==> config.mk <==
export PLATFORM = sky130hd
export DESIGN_NAME = mem_req_arbiter
export DESIGN_NICKNAME = d
export VERILOG_FILES = /design/src/rtl/mem_req_arbiter.sv
export SDC_FILE = /design/constraint.sdc
export NUM_CORES = 1
export LEC_CHECK = 0
export ABC_AREA = 1
export CORE_AREA = 2 2 207 209
export DETAILED_ROUTE_END_ITERATION = 8
export DIE_AREA = 0 0 209 211
export GPL_ROUTABILITY_DRIVEN = 0
export PLACE_DENSITY_LB_ADDON = 0.25
export SYNTH_ARGS = -nofsm -noshare
export SYNTH_HDL_FRONTEND = slang
export SYNTH_SLANG_ARGS = --single-unit
==> constraint.sdc <==
create_clock -name clock -period 1.3 [get_ports clock]
set_clock_uncertainty 0.05 [all_clocks]
set_input_delay 0.13 -clock clock [delete_from_list [all_inputs] [get_ports clock]]
set_output_delay 0.13 -clock clock [all_outputs]
set_load 0.02 [all_outputs]
==> src/rtl/mem_req_arbiter.sv <==
// mem_req_arbiter: merges the instruction-fetch client (read-only) and the
// load/store client onto the single rw_* request port of the AXI read/write
// bridge. Load/store has priority; a starvation counter forces a fetch grant
// after STARVE_LIMIT consecutive load/store grants while fetch is pending.
//
// Ports:
//   clock, reset          sole clock; synchronous active-low reset
//   if_*                  fetch client: valid/addr/size in, ready/data/resp out
//   mem_*                 load/store client: valid/req/addr/size/wdata in,
//                         ready/data/resp out
//   rw_*                  bridge side: valid/req/addr/size/wdata out,
//                         ready/rdata/resp in
// All outputs are registered.
module mem_req_arbiter #(
    parameter int unsigned ADDR_WIDTH   = 64,
    parameter int unsigned DATA_WIDTH   = 64,
    parameter int unsigned STARVE_LIMIT = 4
) (
    input  logic                  clock,
    input  logic                  reset,
    input  logic                  if_valid_i,
    input  logic [ADDR_WIDTH-1:0] if_addr_i,
    input  logic [1:0]            if_size_i,
    output logic                  if_ready_o,
    output logic [DATA_WIDTH-1:0] if_data_read_o,
    output logic [1:0]            if_resp_o,
    input  logic                  mem_valid_i,
    input  logic                  mem_req_i,
    input  logic [ADDR_WIDTH-1:0] mem_addr_i,
    input  logic [1:0]            mem_size_i,
    input  logic [DATA_WIDTH-1:0] mem_data_write_i,
    output logic                  mem_ready_o,
    output logic [DATA_WIDTH-1:0] mem_data_read_o,
    output logic [1:0]            mem_resp_o,
    output logic                  rw_valid_o,
    input  logic                  rw_ready_i,
    output logic                  rw_req_o,
    output logic [ADDR_WIDTH-1:0] rw_addr_o,
    output logic [1:0]            rw_size_o,
    output logic [DATA_WIDTH-1:0] rw_data_write_o,
    input  logic [DATA_WIDTH-1:0] rw_data_read_i,
    input  logic [1:0]            rw_resp_i
);

    localparam int unsigned CNT_W     = 4;
    localparam logic [CNT_W-1:0] STARVE_LIM = CNT_W'(STARVE_LIMIT);

    typedef enum logic [2:0] {
        IDLE     = 3'd0,
        BUSY_IF  = 3'd1,
        BUSY_MEM = 3'd2,
        DONE_IF  = 3'd3,
        DONE_MEM = 3'd4
    } state_e;

    state_e                state_q, state_d;
    logic [CNT_W-1:0]      starve_q, starve_d;
    logic                  rw_valid_q, rw_valid_d;
    logic                  rw_req_q, rw_req_d;
    logic [ADDR_WIDTH-1:0] rw_addr_q, rw_addr_d;
    logic [1:0]            rw_size_q, rw_size_d;
    logic [DATA_WIDTH-1:0] rw_wdata_q, rw_wdata_d;
    logic                  if_ready_q, if_ready_d;
    logic [DATA_WIDTH-1:0] if_rdata_q, if_rdata_d;
    logic [1:0]            if_resp_q, if_resp_d;
    logic                  mem_ready_q, mem_ready_d;
    logic [DATA_WIDTH-1:0] mem_rdata_q, mem_rdata_d;
    logic [1:0]            mem_resp_q, mem_resp_d;
    logic                  grant_mem_c;

    // Load/store wins unless fetch is pending and has been starved long enough
    assign grant_mem_c = mem_valid_i && (!if_valid_i || (starve_q < STARVE_LIM));

    // Next-state and output register computation
    always_comb begin
        state_d     = state_q;
        starve_d    = starve_q;
        rw_valid_d  = rw_valid_q;
        rw_req_d    = rw_req_q;
        rw_addr_d   = rw_addr_q;
        rw_size_d   = rw_size_q;
        rw_wdata_d  = rw_wdata_q;
        if_ready_d  = 1'b0;
        if_rdata_d  = if_rdata_q;
        if_resp_d   = if_resp_q;
        mem_ready_d = 1'b0;
        mem_rdata_d = mem_rdata_q;
        mem_resp_d  = mem_resp_q;

        unique case (state_q)
            IDLE: begin
                if (grant_mem_c) begin
                    state_d    = BUSY_MEM;
                    rw_valid_d = 1'b1;
                    rw_req_d   = mem_req_i;
                    rw_addr_d  = mem_addr_i;
                    rw_size_d  = mem_size_i;
                    rw_wdata_d = mem_data_write_i;
                    // Only grants that bypass a waiting fetch count toward starvation
                    if (if_valid_i && (starve_q != STARVE_LIM)) begin
                        starve_d = starve_q + CNT_W'(1);
                    end
                end else if (if_valid_i) begin
                    state_d    = BUSY_IF;
                    rw_valid_d = 1'b1;
                    rw_req_d   = 1'b0;
                    rw_addr_d  = if_addr_i;
                    rw_size_d  = if_size_i;
                    rw_wdata_d = '0;
                    starve_d   = '0;
                end
            end
            BUSY_IF: begin
                if (rw_ready_i) begin
                    state_d    = DONE_IF;
                    rw_valid_d = 1'b0;
                    if_ready_d = 1'b1;
                    if_rdata_d = rw_data_read_i;
                    if_resp_d  = rw_resp_i;
                end
            end
            BUSY_MEM: begin
                if (rw_ready_i) begin
                    state_d     = DONE_MEM;
                    rw_valid_d  = 1'b0;
                    mem_ready_d = 1'b1;
                    mem_rdata_d = rw_data_read_i;
                    mem_resp_d  = rw_resp_i;
                end
            end
            DONE_IF, DONE_MEM: begin
                state_d = IDLE;
            end
            default: begin
                state_d = IDLE;
            end
        endcase
    end

    // State and output registers with synchronous reset
    always_ff @(posedge clock) begin
        if (!reset) begin
            state_q     <= IDLE;
            starve_q    <= '0;
            rw_valid_q  <= 1'b0;
            rw_req_q    <= 1'b0;
            rw_addr_q   <= '0;
            rw_size_q   <= '0;
            rw_wdata_q  <= '0;
            if_ready_q  <= 1'b0;
            if_rdata_q  <= '0;
            if_resp_q   <= '0;
            mem_ready_q <= 1'b0;
            mem_rdata_q <= '0;
            mem_resp_q  <= '0;
        end else begin
            state_q     <= state_d;
            starve_q    <= starve_d;
            rw_valid_q  <= rw_valid_d;
            rw_req_q    <= rw_req_d;
            rw_addr_q   <= rw_addr_d;
            rw_size_q   <= rw_size_d;
            rw_wdata_q  <= rw_wdata_d;
            if_ready_q  <= if_ready_d;
            if_rdata_q  <= if_rdata_d;
            if_resp_q   <= if_resp_d;
            mem_ready_q <= mem_ready_d;
            mem_rdata_q <= mem_rdata_d;
            mem_resp_q  <= mem_resp_d;
        end
    end

    assign rw_valid_o      = rw_valid_q;
    assign rw_req_o        = rw_req_q;
    assign rw_addr_o       = rw_addr_q;
    assign rw_size_o       = rw_size_q;
    assign rw_data_write_o = rw_wdata_q;
    assign if_ready_o      = if_ready_q;
    assign if_data_read_o  = if_rdata_q;
    assign if_resp_o       = if_resp_q;
    assign mem_ready_o     = mem_ready_q;
    assign mem_data_read_o = mem_rdata_q;
    assign mem_resp_o      = mem_resp_q;

endmodule

* After elaboration in Yosys (flattened, before gate mapping) *
Cells that the tools add are included.

operators by class
  $lt $le $gt $ge = 1
  reductions and logical operators = 16
  $add $sub $neg = 1
  equal/unequal tests = 8
  multiplexer cells = 21

operators by type and width
  cell                   count
  $mux W64               4
  $mux W3                4
  $mux W4                3
  $reduce_and A2 Y1      5
  $pmux W3 S3            1
  $reduce_and A3 Y1      3
  $mux W1                6
  $add A4 B1 Y4 const B  1
  $lt A4 B3 Y1 const B   1
  $mux W2                2
  $ne A2 B1 Y1 const B   2
  $ne A2 B2 Y1 const B   2
  $ne A4 B3 Y1 const B   1
  $reduce_bool A2 Y1     2
  $eq A3 B1 Y1 const B   1
  $eq A3 B2 Y1 const B   1
  $logic_not A3 Y1       1
  $ne A3 B3 Y1 const B   1
  $logic_and A1 B1 Y1    2
  $pmux W1 S2            1
  $reduce_or A2 Y1       1
  $logic_not A1 Y1       1
  $logic_or A1 B1 Y1     1

word-level totals
  flip-flop bits (word level) = 273
  output and inout bits = 266
  word-level logic and storage cells = 60
  input port bits = 268

* Depth between registers and ports, before layout *
  word-level depth = 5
  depth in mapped cells = 10
  gate-level depth less buffers = 8

* Least setup slack after synthesis *
Ideal clock, no wire load.

  path type = register -> register
  start = reg state_q[0]
  end = reg rw_addr_q[10] (netlist: rw_addr_o[10])
  setup slack = -0.036 ns
  library setup time = 0.109 ns
  cell stages (with the launch flop) = 11
  required time = 1.141 ns
  arrival = 1.177 ns
  path buffers = 2
  period minus slack after synthesis = 1.336 ns
  cells stage by stage = dfxtp_1 inv_2 nand2_2 nor2_4 nand2_2 inv_2 buf_6 buf_2 nand3_1 nand2_1 inv_1

between the ends
  longest elaborated chain between the ends = 2

RTL lines
  item                                line  source
  start, declared                     56    state_e state_q, state_d;
  start signal, assigned              157   state_q <= state_d;
  $logic_not A3 Y1                    90    unique case (state_q)
  $reduce_and A2 Y1 (no source line)  -
  end signal, assigned                161   rw_addr_q <= rw_addr_d;
  end, declared                       60    logic [ADDR_WIDTH-1:0] rw_addr_q, rw_addr_d;

Every way passes these cells.
A chain may end at the register's enable or synchronous reset.

* Final worst setup path *
  start = reg state_q[0]
  end = reg rw_wdata_q[30] (netlist: rw_data_write_o[30])

between the ends
  longest elaborated chain between the ends = 2

RTL lines
  item                                line  source
  $logic_not A3 Y1                    90
  $reduce_and A2 Y1 (no source line)  -
  end signal, assigned                163   rw_wdata_q <= rw_wdata_d;
  end, declared                       62    logic [DATA_WIDTH-1:0] rw_wdata_q, rw_wdata_d;

Every way passes these cells.

==> results.py <==
metrics = {
    "floorplan": {
        "die_area_mm2": 0.0441,
        "core_region_area_mm2": 0.0418,
        "initial_core_util": 0.257,
        "fp.dieW_um": 209,
        "num_rows": 75,
        "die_y_um": 211,
        "ios": 534,
    },
    "cts": {
        "h-tree-depth": 1,
        "worstSkewPairLatency_ps": 550,
        "cts_tree": "done",
        "clockRootBuffer": "clkbuf_16",
        "clockBufferDepth": 3,
        "cts_sinks": 273,
        "cts.clk_slew.worst_paths_ps": 60,
        "cts_buffers": 31,
    },
    "worst_setup_path": {
        "critPathRequiredTime_ps": 1690,
        "path_buf_inv": 4,
        "r2r_cells": 9,
        "slowest_delay_ps": 360,
        "crit_family": "buffers and inverters",
        "worstPathArrival_ps": 1890,
        "cp_cell_sequence": "inv_2 -> nand2_2 -> nor2_4 -> buf_12 -> nand2_8 -> buf_12 -> clkbuf_16 -> nand2_1 -> a21oi_1",
        "start_kind": "register",
        "end_kind": "register",
        "cp_common_cell": "buf_12",
        "critical_path_depth": 9,
        "critPathSlowestCell": "dfxtp_4",
        "crit_fanout": 8,
        "worst-setup-path-type": "reg -> reg",
    },
    "synth": {
        "synthTopCellsByArea": "dfxtp_1, nand2_1, a21oi_1, inv_1, o21ai_0",
        "synth_ff_type": "dfxtp_1",
        "synth-compound-area-share": 0.204,
        "yosysMostFrequentCell": "nand2_1",
        "yosys.area_share.xor_xnor": 0,
        "async_flop_share": 0,
        "seq_area_frac_synth": 0.509,
        "synth.top_cell.area_share": 0.509,
        "synth_top_family_by_area": "compound AO/OA/AOI/OAI gates",
        "post_synth.cell_area_avg_um2": 7.53,
        "synth.net_count": 1695,
        "synth.distinct_cells": 21,
        "ys_warn_count": 0,
        "synth_top_cell_by_area": "dfxtp_1",
        "synth_fa_ha_area_frac": 0.00233,
        "synthMuxAreaShare": 0,
        "synthSimpleGateAreaFrac": 0.163,
        "ys_ff_latch": 273,
        "yosys-top-cells-count": "nand2_1, dfxtp_1, inv_1",
        "synth_edf_count": 0,
        "syn_inst": 1425,
        "syn_area_mm2": 0.0107,
    },
    "timing": {
        "max_slew.worst_pin.slew_ps": 345,
        "rsz0062_at_grt": "true",
        "fmax_mhz": 666,
        "slew_headroom": 0.770,
        "setup_viol": 250,
        "fin_crit_sh": 1.15,
        "setup_ws_ps": -201,
        "drv_slew": 0,
        "hold_viol": 0,
        "final.min_clock_period_ps": 1500,
    },
    "placed_design": {
        "place_inst": 2452,
        "dp_hpwl_um": 29800,
        "place_area_mm2": 0.0169,
        "portBuffers": 533,
    },
    "power": {
        "power.density_mw_per_mm2": 1800,
        "power_frac_clock": 0.264,
        "leakage_uw": 0.00807,
        "peakVddDrop_mv": 1.05,
        "p_int_uw": 20200,
        "seqPwrFrac": 0.342,
        "power.switching_uw": 11500,
        "netSwitchingFraction": 0.363,
        "power_uw": 31700,
        "combPwrFrac": 0.394,
    },
    "routing": {
        "vias": 11100,
        "vias_per_cell": 4.37,
        "wirelength_um": 41700,
        "ant_nets": 0,
        "drt_iter0_markers": 512,
        "drt-pass1-iter-count": 5,
        "wl_per_cell_um": 16.4,
        "drcViolationCount": 0,
    },
    "layout": {
        "final_area_mm2": 0.0177,
        "syn_to_final_growth_pct": 64.5,
        "fin_nets": 2245,
        "layoutNonFillerInstCount": 2539,
        "drive_above_1_share": 0.257,
    },
    "global_route": {
        "grt_pass1_wl_um": 59300,
        "grt_use_met1": 0.201,
        "grt_max_degree": 68,
        "grt_pass1_vias": 10400,
        "grt_use_met2": 0.296,
        "met3_usage": 0.0504,
        "antenna_found_initial": 1,
        "grt_busiest_layer": "met2",
        "grt_overflow": 0,
        "grt_usage": 0.169,
    },
    "run_status": {
        "violations": "setup timing",
        "status": "finished, violations left",
    },
    "min_path": {
        "hold_depth": 3,
        "holdCritPathClass": "in -> reg",
    },
    "run": {
        "cap_viol_max_count": 0,
    },
}
final timing paths:
kind,from,to,slack [ps]
setup / recovery,state_q[0],rw_data_write_o[30],-200
hold / removal,mem_data_write_i[0],rw_data_write_o[0],70
setup reg to reg,state_q[0],rw_data_write_o[30],-200
hold reg to reg,mem_data_read_o[58],mem_data_read_o[58],390
through the flow:
step / TNS, ps / hold slack (ps) / worst slack [ps] / util
4_1_cts: -26780 / 45.9 / -195 / 0.401
6_report: -27480 / 72.4 / -201 / 0.423
3_3_place_gp: -81330 / 379 / -406 / 0.405
3_5_place_dp: -85520 / 384 / -413 / 0.405
2_1_floorplan: 0 / 223 / 21.4 / -
5_1_grt: -51110 / 67.7 / -271 / 0.423
sequential cells by signal, summed over array words and instances (netlist names):
signal / flops
mem_ready_o: 1
rw_size_o: 2
rw_data_write_o: 64
mem_data_read_o: 64
if_ready_o: 1
state_q: 3
starve_q: 4
rw_addr_o: 64
if_resp_o: 2
mem_resp_o: 2
rw_req_o: 1
if_data_read_o: 64
rw_valid_o: 1
layout by cell type (no fill, tap or decap), types with 4 or more instances in the layout:
master,count
nor2_1,4
o21a_1,66
inv_6,4
dfxtp_1,263
o21ai_2,13
nand2_1,307
a21oi_1,183
clkdlybuf4s50_1,266
dfxtp_2,8
clkbuf_8,4
clkinv_2,12
inv_2,4
a21oi_2,21
nand3_2,4
nand3_1,64
buf_12,23
buf_4,56
clkbuf_16,46
inv_1,204
buf_6,8
o21ai_0,116
buf_2,241
o21ai_1,4
clkbuf_1,5
nand2_4,13
nand2_2,32
worst register-to-register path, cell delays in order, from the launching register on:
cell       delay [ps]
dfxtp_4           360
inv_2              60
nand2_2            50
nor2_4            120
buf_12            130
nand2_8           120
buf_12            190
clkbuf_16         180
nand2_1            70
a21oi_1            60
routing by layer:
layer  share of wire  vias to the layer above
li1                -                     5622
met1            0.42                     5034
met2            0.48                      374
met3           0.077                       57
met4           0.021                        2
met5         0.00041                        -
area by class of cell:
class	count	area [um2]
Antenna cell	1	2.50
Clock buffer	40	850
Clock inverter	17	123
Fill cell	4287	24100
Inverter	211	826
Multi-Input combinational cell	841	4360
Sequential cell	273	5480
Tap cell	539	674
Timing Repair Buffer	615	5330
Timing Repair inverter	2	17.5
timing repair:
action	CTS	global route
gates cloned	1	22
endpoints found under the setup margin	536	321
pin swaps	1	14
buffers inserted	1	4
resized for setup	1135	132
hold buffers	1	0
endpoints found under the hold margin	2	0
cell families after synthesis:
family / after synthesis
AND/OR/NAND/NOR: 435
AO/OA/AOI/OAI: 404
buffers and inverters: 311
flip-flops: 273
adder cells (fa/ha/maj): 2
power groups by stage:
stage | logic, uW | registers, uW | clock network [uW]
6_report | 12500 | 10900 | 8380
5_1_grt | 13500 | 11100 | 9000
4_1_cts | 10500 | 10800 | 8650
3_5_place_dp | 11700 | 11000 | 0
3_3_place_gp | 11600 | 11000 | 0
2_1_floorplan | 4020 | 12800 | 0
Note: power is estimated with default switching activity, not from simulation.
